===== src/rtl/cgol_board_sequencer.sv =====
// Game of Life generation sequencer: streams 3x3 windows to cgol_cell, captures results, commits the board.
// Optional macro CGOL_DEAD_EDGE_EN: off-board neighbours read as dead instead of wrapping.
module cgol_board_sequencer #(
  parameter int WIDTH  = 8,
  parameter int HEIGHT = 8
) (
  input  logic                        clk,
  input  logic                        rst_n,
  input  logic                        i_load_en,
  input  logic [$clog2(HEIGHT)-1:0]   i_load_addr,
  input  logic [WIDTH-1:0]            i_load_row,
  input  logic                        i_start,
  output logic [8:0]                  o_window,
  output logic                        o_window_valid,
  input  logic                        i_cell,
  output logic [WIDTH*HEIGHT-1:0]     o_board,
  output logic                        o_busy,
  output logic                        o_done
);

  localparam int N  = WIDTH * HEIGHT;
  localparam int IW = $clog2(N);
  localparam int RW = $clog2(HEIGHT);
  localparam int CW = $clog2(WIDTH);

  typedef enum logic [1:0] {IDLE, SCAN, DRAIN, COMMIT} state_t;

  state_t         state_reg, state_next;
  logic [IW-1:0]  idx_reg;
  logic [RW-1:0]  row_reg;
  logic [CW-1:0]  col_reg;
  logic [IW-1:0]  cap_idx_reg;
  logic           cap_valid_reg;
  logic [N-1:0]   next_reg;
  logic           done_reg;
  logic           last_cell;
  logic           idle_load;

  assign last_cell = (idx_reg == IW'(N - 1));
  assign idle_load = (state_reg == IDLE) && i_load_en;

  always_ff @(posedge clk) begin
    if (!rst_n) state_reg <= IDLE;
    else        state_reg <= state_next;
  end

  // A load in the same cycle as a start wins; the start is dropped.
  always_comb begin
    state_next = state_reg;
    case (state_reg)
      IDLE:    if (i_start && !i_load_en) state_next = SCAN;
      SCAN:    if (last_cell) state_next = DRAIN;
      DRAIN:   state_next = COMMIT;
      COMMIT:  state_next = IDLE;
      default: state_next = IDLE;
    endcase
  end

  always_ff @(posedge clk) begin
    if (!rst_n) begin
      idx_reg <= '0;
      row_reg <= '0;
      col_reg <= '0;
    end else if (state_reg == SCAN) begin
      if (last_cell) begin
        idx_reg <= '0;
        row_reg <= '0;
        col_reg <= '0;
      end else begin
        idx_reg <= idx_reg + 1'b1;
        if (col_reg == CW'(WIDTH - 1)) begin
          col_reg <= '0;
          row_reg <= row_reg + 1'b1;
        end else begin
          col_reg <= col_reg + 1'b1;
        end
      end
    end
  end

  // cgol_cell is registered, so its result belongs to the index presented one cycle earlier.
  always_ff @(posedge clk) begin
    if (!rst_n) begin
      cap_valid_reg <= 1'b0;
      cap_idx_reg   <= '0;
      next_reg      <= '0;
      done_reg      <= 1'b0;
    end else begin
      cap_valid_reg <= (state_reg == SCAN);
      cap_idx_reg   <= idx_reg;
      if (cap_valid_reg) next_reg[cap_idx_reg] <= i_cell;
      done_reg      <= (state_reg == COMMIT);
    end
  end

  genvar gi;
  generate
    for (gi = 0; gi < HEIGHT; gi++) begin : g_row
      logic [WIDTH-1:0] row_q;
      always_ff @(posedge clk) begin
        if (!rst_n)
          row_q <= '0;
        else if (state_reg == COMMIT)
          row_q <= next_reg[gi*WIDTH +: WIDTH];
        else if (idle_load && (i_load_addr == RW'(gi)))
          row_q <= i_load_row;
      end
      assign o_board[gi*WIDTH +: WIDTH] = row_q;
    end
  endgenerate

  function automatic logic bit_at(input logic [N-1:0] b, input logic [RW-1:0] r,
                                  input logic [CW-1:0] c);
    return b[IW'(r) * IW'(WIDTH) + IW'(c)];
  endfunction

  logic [RW-1:0] r_up, r_dn;
  logic [CW-1:0] c_lf, c_rt;
  logic          ok_up, ok_dn, ok_lf, ok_rt;
  logic [8:0]    win;

  always_comb begin
    r_up = (row_reg == '0) ? RW'(HEIGHT - 1) : row_reg - 1'b1;
    r_dn = (row_reg == RW'(HEIGHT - 1)) ? '0 : row_reg + 1'b1;
    c_lf = (col_reg == '0) ? CW'(WIDTH - 1) : col_reg - 1'b1;
    c_rt = (col_reg == CW'(WIDTH - 1)) ? '0 : col_reg + 1'b1;
`ifdef CGOL_DEAD_EDGE_EN
    ok_up = (row_reg != '0);
    ok_dn = (row_reg != RW'(HEIGHT - 1));
    ok_lf = (col_reg != '0);
    ok_rt = (col_reg != CW'(WIDTH - 1));
`else
    ok_up = 1'b1;
    ok_dn = 1'b1;
    ok_lf = 1'b1;
    ok_rt = 1'b1;
`endif
    win[0] = ok_up & ok_lf & bit_at(o_board, r_up,    c_lf);
    win[1] = ok_up &         bit_at(o_board, r_up,    col_reg);
    win[2] = ok_up & ok_rt & bit_at(o_board, r_up,    c_rt);
    win[3] = ok_lf &         bit_at(o_board, row_reg, c_lf);
    win[4] = ok_rt &         bit_at(o_board, row_reg, c_rt);
    win[5] =                 bit_at(o_board, row_reg, col_reg);
    win[6] = ok_dn & ok_lf & bit_at(o_board, r_dn,    c_lf);
    win[7] = ok_dn &         bit_at(o_board, r_dn,    col_reg);
    win[8] = ok_dn & ok_rt & bit_at(o_board, r_dn,    c_rt);
  end

  assign o_window       = (state_reg == SCAN) ? win : 9'd0;
  assign o_window_valid = (state_reg == SCAN);
  assign o_busy         = (state_reg != IDLE);
  assign o_done         = done_reg;

endmodule


===== config.mk =====
export PLATFORM = sky130hd
export DESIGN_NAME = cgol_board_sequencer
export DESIGN_NICKNAME = d
export VERILOG_FILES = /design/src/rtl/cgol_board_sequencer.sv
export SDC_FILE = /design/constraint.sdc
export NUM_CORES = 1
export LEC_CHECK = 0
export BUFFER_PORTS_ARGS = -buffer_cell sky130_fd_sc_hd__buf_2
export CAP_MARGIN = 30
export CORE_AREA = 2 2 148 150
export CTS_CLUSTER_SIZE = 40
export DETAILED_ROUTE_END_ITERATION = 8
export DIE_AREA = 0 0 150 152
export GPL_TIMING_DRIVEN = 0
export PLACE_DENSITY_LB_ADDON = 0.05
export SLEW_MARGIN = 15
export SYNTH_ARGS = -nofsm -noshare
export SYNTH_HDL_FRONTEND = slang
export SYNTH_SLANG_ARGS = --single-unit

===== constraint.sdc =====
create_clock -name clk -period 2.7 [get_ports clk]
set_clock_uncertainty 0.2 [all_clocks]
set_input_delay 0 -clock clk [delete_from_list [all_inputs] [get_ports clk]]
set_output_delay 0 -clock clk [all_outputs]
set_load 0.01 [all_outputs]

Word-level counts from Yosys, hierarchy flattened
Index checks and enable logic that the tools add are counted.
{ "word_totals": {"register_bits": 150, "out_inout_bits": 76} }
{ "op_classes": {"addsub": 14, "n_lt_le_gt_ge": 11, "eq_ne": 15, "n_mux": 49, "reduce_logical": 28} }
{ "op_table": {"columns": ["cell", "n"], "rows": [
  ["$mux W8", 16],
  ["$lt A6 B7 Y1 const B", 10],
  ["$bwmux W64", 1],
  ["$add A6 B3 Y6", 9],
  ["$bmux W1 S6", 9],
  ["$mux W3", 7],
  ["$reduce_bool A2 Y1", 10],
  ["$eq A3 B3 Y1 const B", 6],
  ["$logic_and A1 B1 Y1", 11],
  ["$mux W1", 10],
  ["$logic_not A3 Y1", 3],
  ["$mux W9", 1],
  ["$pmux W2 S4", 1],
  ["$add A3 B1 Y3 const B", 2],
  ["$add A6 B1 Y6 const B", 1],
  ["$demux W1 S6", 1],
  ["$eq A3 B2 Y1 const B", 2],
  ["$eq A6 B6 Y1 const B", 1],
  ["$ge A6 B1 Y1 const B", 1],
  ["$mux W6", 1],
  ["$sub A3 B1 Y3 const B", 2],
  ["$eq A2 B2 Y1 const B", 2],
  ["$mux W2", 2],
  ["$ne A2 B1 Y1 const B", 2],
  ["5 further kinds", 6]
]} }

Logic depth before layout (Yosys ltp)
{ "depth": {"depth_word": 6, "depth_mapped": 13} }

Least setup slack after synthesis
OpenSTA, ideal clock, no wires.
{ "synth_path": {"kind": "register to output", "startpoint": "register col_reg[1]", "endpoint": "output port o_window[0]", "arrival_time_ns": 2.786, "setup_slack_ns": -0.286, "stages_incl_launch_ff": 11, "path_cell_list": "dfxtp_1 -> buf_2 -> buf_2 -> inv_1 -> ha_1 -> or3_4 -> nand2_4 -> mux2_2 -> nor4_2 -> a2111oi_2 -> nor4_1"} }
{ "synth_between": {"elab_chain_cells": 6} }
{ "synth_lines": {"columns": ["element", "line_no", "source"], "rows": [
  ["start, declared", "31", "logic [CW-1:0] col_reg;"],
  ["start signal, assigned", "75", "col_reg <= col_reg + 1'b1;"],
  ["$sub A3 B1 Y3 or $logic_not A3 Y1 (tied branches)", "125", "c_lf = (col_reg == '0) ? CW'(WIDTH - 1) : col_reg - 1'b1;"],
  ["$mux W3 *", "125", null],
  ["$add A6 B3 Y6 *", "114", "return b[IW'(r) * IW'(WIDTH) + IW'(c)];"],
  ["$bmux W1 S6 *", "114", null],
  ["$mux W1 (implied by the code) *", "114", null],
  ["$mux W9 *", "149", "assign o_window = (state_reg == SCAN) ? win : 9'd0;"],
  ["end, declared", "13", "output logic [8:0] o_window,"]
]} }
Mark *: on every way between the ends. The rest lies on a longest branch, timed or not. The select of a mux whose other input is x is not followed.

Worst setup path after layout
{ "layout_path": {"startpoint": "register col_reg[1]", "endpoint": "output port o_window[2]"} }
{ "layout_between": {"elab_chain_cells": 6} }
{ "layout_lines": {"columns": ["element", "line_no", "source"], "rows": [
  ["$add A3 B1 Y3 or $eq A3 B3 Y1 (tied branches)", "126", "c_rt = (col_reg == CW'(WIDTH - 1)) ? '0 : col_reg + 1'b1;"],
  ["$mux W3 *", "126", null],
  ["$add A6 B3 Y6 *", "114", null],
  ["$bmux W1 S6 *", "114", null],
  ["$mux W1 (implied by the code) *", "114", null],
  ["$mux W9 *", "149", null]
]} }
Marked as above.

==> impl_results.md <==
- Flops & latches, synth: 150
- Register area: 3012 µm²
- Final Hold Viols: 0
- Critical path peak fanout: 8
- Via count: 9106
- Setup_tns: -3.094 ns
- Sequential power share: 31.7%
- Core Rows: 54
- Setup crit end kind: output pin
- Top-area cell type share of the netlist area: 32.61%
- GP Congestion: 0.9654
- Most frequent cells in the layout: 172 x nand2_1, 147 x dfxtp_1, 123 x a21boi_0, 96 x buf_2, 67 x a22oi_1
- Final setup viols: 9
- Width of the die: 150 µm
- Worst slew margin relative to its limit: 33.98%
- Commonest non-fill, non-tap cell in the layout: nand2_1
- GRT Overall Usage: 32.00%
- Worst VDD drop: 0.0004786 V
- CTS max path bufs: 2
- Drt total wl: 36.66 mm
- Worst-Margin Slew: 0.9857 ns
- Fillers: 2105
- Avg Inst Size Synth: 8.558 µm²
- CTS Buf Count: 17
- Post-Layout Cell Count: 1505
- Core area: 21350 µm²
- Area grow syn2layout: 21.71%
- Synth Instances: 1076
- Vias in the first global route: 8446
- Async S/R FF share, synth: 0%
- Multi-input gate area: 5953 µm²
- Setup WS post-layout: -0.5202 ns
- Placed cell count: 1448
- Unrepaired setup endpoints after global routing: true
- Leakage: 0.004084 µW
- Number of synthesized flops with an enable pin: 0
- Max-Cap Viols: 0
- Yosys top cell by area: dfxtp_1
- Nets: 1241
- Synth Cell Area: 9209 µm²
- 1st-pass router iterations: 5
- Mapped Nets: 1106
- Clock group share of total power: 30.5%
- Tcrit/Tclk final: 119.3%
- Worst Setup Start Kind: flip-flop
- Root Buffer: clkbuf_16
- Synth Flop Type: dfxtp_1
- Initial antenna violation count: 1
- Share of layout cells above drive strength 1: 22.63%
- Port-buffer cells: 88
- DP Wirelength: 27.11 mm
- Comb power frac: 37.8%
- Net switching power: 3078 µW
- Htree depth: 4
- Data required, critical path: 2.50 ns
- Setup CP Type: flip-flop to output pin
- Iteration-0 DRC Markers: 848
- Die footprint: 22800 µm²
- First-pass GRT wire length: 54.22 mm
- CTS tree: built
- Fmax: 310.5 MHz
- Pwr Density: 724.8 nW/µm²
- Drt wl/cell: 24.36 µm
- Hold Path Class: input pin to flip-flop
- Critical Path AT: 3.02 ns
- Total congestion overflow: 0
- Initial Util: 43.13%
- Fin crit period: 3.220 ns
- Clock sink total: 150
- Max Slew Vio Count: 0
- Io pins: 92
- Switching share of power: 37.88%
- Violated checks: setup timing
- Yosys warns: 0
- Synth unique cells: 73
- Internal power: 5046 µW
- Top cells by area, synth: dfxtp_1 33%, a21boi_0 10%, nand2_1 7.1%
- Worst-path clk slew: 0.07 ns
- DRC viols: 0
- DRT antenna net count: 0
- Via-to-Cell Ratio: 6.050
- Worst skew pair latency: 0.43 ns
- Pin count of the biggest net entering global routing: 17
- Status: complete, but fails checks
- Seq/Total Area, Yosys: 32.61%
- Die Y: 152 µm
[metrics by stage]
step	setup slack [ns]	area [µm²]	utilization (%)	hold WS, ns	power, µW
6_report	-0.5202	11210	52.50	0.02901	8124
5_1_grt	-0.5965	11210	52.50	0.04881	8428
4_1_cts	-0.5419	11020	51.59	0.01559	7907
3_5_place_dp	-0.7249	10060	47.13	0.1976	5171
3_3_place_gp	-0.7647	10040	47.04	0.1930	5164
2_1_floorplan	0.01642	9253	-	0.1040	4289
[worst max-delay path: stages, from the launching register on]
cell and delay [ns]:
dfxtp_2 0.34, buf_6 0.11, buf_12 0.10, inv_8 0.04
ha_4 0.31, nor2b_4 0.21, buf_6 0.16, mux4_2 0.31
mux2_4 0.30, mux2i_2 0.18, mux2i_1 0.12, nand3_1 0.13
o311ai_2 0.11, buf_2 0.17
[synthesized netlist by cell type, types with 4 or more instances]
cell and n:
and3_1 12, nor4_1 4, dfxtp_1 150, nand3_1 50, mux4_2 23, nor2_1 34
buf_2 9, inv_1 12, clkbuf_1 71, buf_6 4, nand4_1 20, a32oi_1 5
nor2b_1 31, o211ai_1 7, mux2i_1 59, o2111ai_1 7, nand2b_1 7, buf_4 4
ha_1 14, a21o_1 5, nor3_1 10, a31oi_1 10, nor3b_1 6, a2111oi_2 4
mux2_2 15, and2_1 16, o21ai_0 32, nand2_1 175, a21oi_1 17, a21boi_0 123
buf_1 5, a22oi_1 67, a31o_2 6
[power groups by stage]
stage | sequential, µW | clock (µW) | combinational (µW)
2_1_floorplan | 2550 | 0 | 1740
3_3_place_gp | 2610 | 0 | 2560
3_5_place_dp | 2610 | 0 | 2560
4_1_cts | 2570 | 2490 | 2850
6_report | 2580 | 2480 | 3070
5_1_grt | 2590 | 2600 | 3240
[path summary, 6_finish.rpt]
kind / from / endpoint / slack [ns] / cells past startpoint
worst max register to register: cap_idx_reg[2] / next_reg[28] / 0.17 / 5
worst min register to register: next_reg[10] / next_reg[10] / 0.26 / 2
worst min-delay path: i_load_addr[0] / g_row[5].row_q[4] / 0.03 / 4
worst max-delay path: col_reg[1] / o_window[2] / -0.52 / 13
[area by class of cell]
class	instances	area share, %
clock buffer	18	3.918
multi-input combinational	817	53.11
antenna	1	0.02233
timing repair buffer	119	6.274
inverter	14	0.5582
buffer	92	4.655
tap	280	3.126
clock inverter	14	1.462
sequential	150	26.87
[logic make-up after synthesis]
group | synth area share (%)
compound gates | 25.34
xor+xnor | 0.1903
fa+ha+maj | 1.902
buf+inv | 5.353
flops | 32.61
mux | 13.99
simple gates | 20.61
[routing by layer]
metal | vias up | routed length, µm | GRT usage (%)
met2 | 351 | 16740 | 49.12
met5 | - | 0 | 0
met1 | 4434 | 16110 | 44.32
li1 | 4241 | - | -
met3 | 80 | 2224 | 5.405
met4 | 0 | 1585 | 13.52
[timing repair]
item / 4_1_cts / 5_1_grt
cloned: 1 / 1
endpoints found under the setup margin: 34 / 66
pin swaps: 16 / 16
hold endpoints to repair: 53 / 0
hold buffers: 3 / 0
buffers inserted: 13 / 9
gates resized for setup: 63 / 34
(Power assumes the default switching activity.)
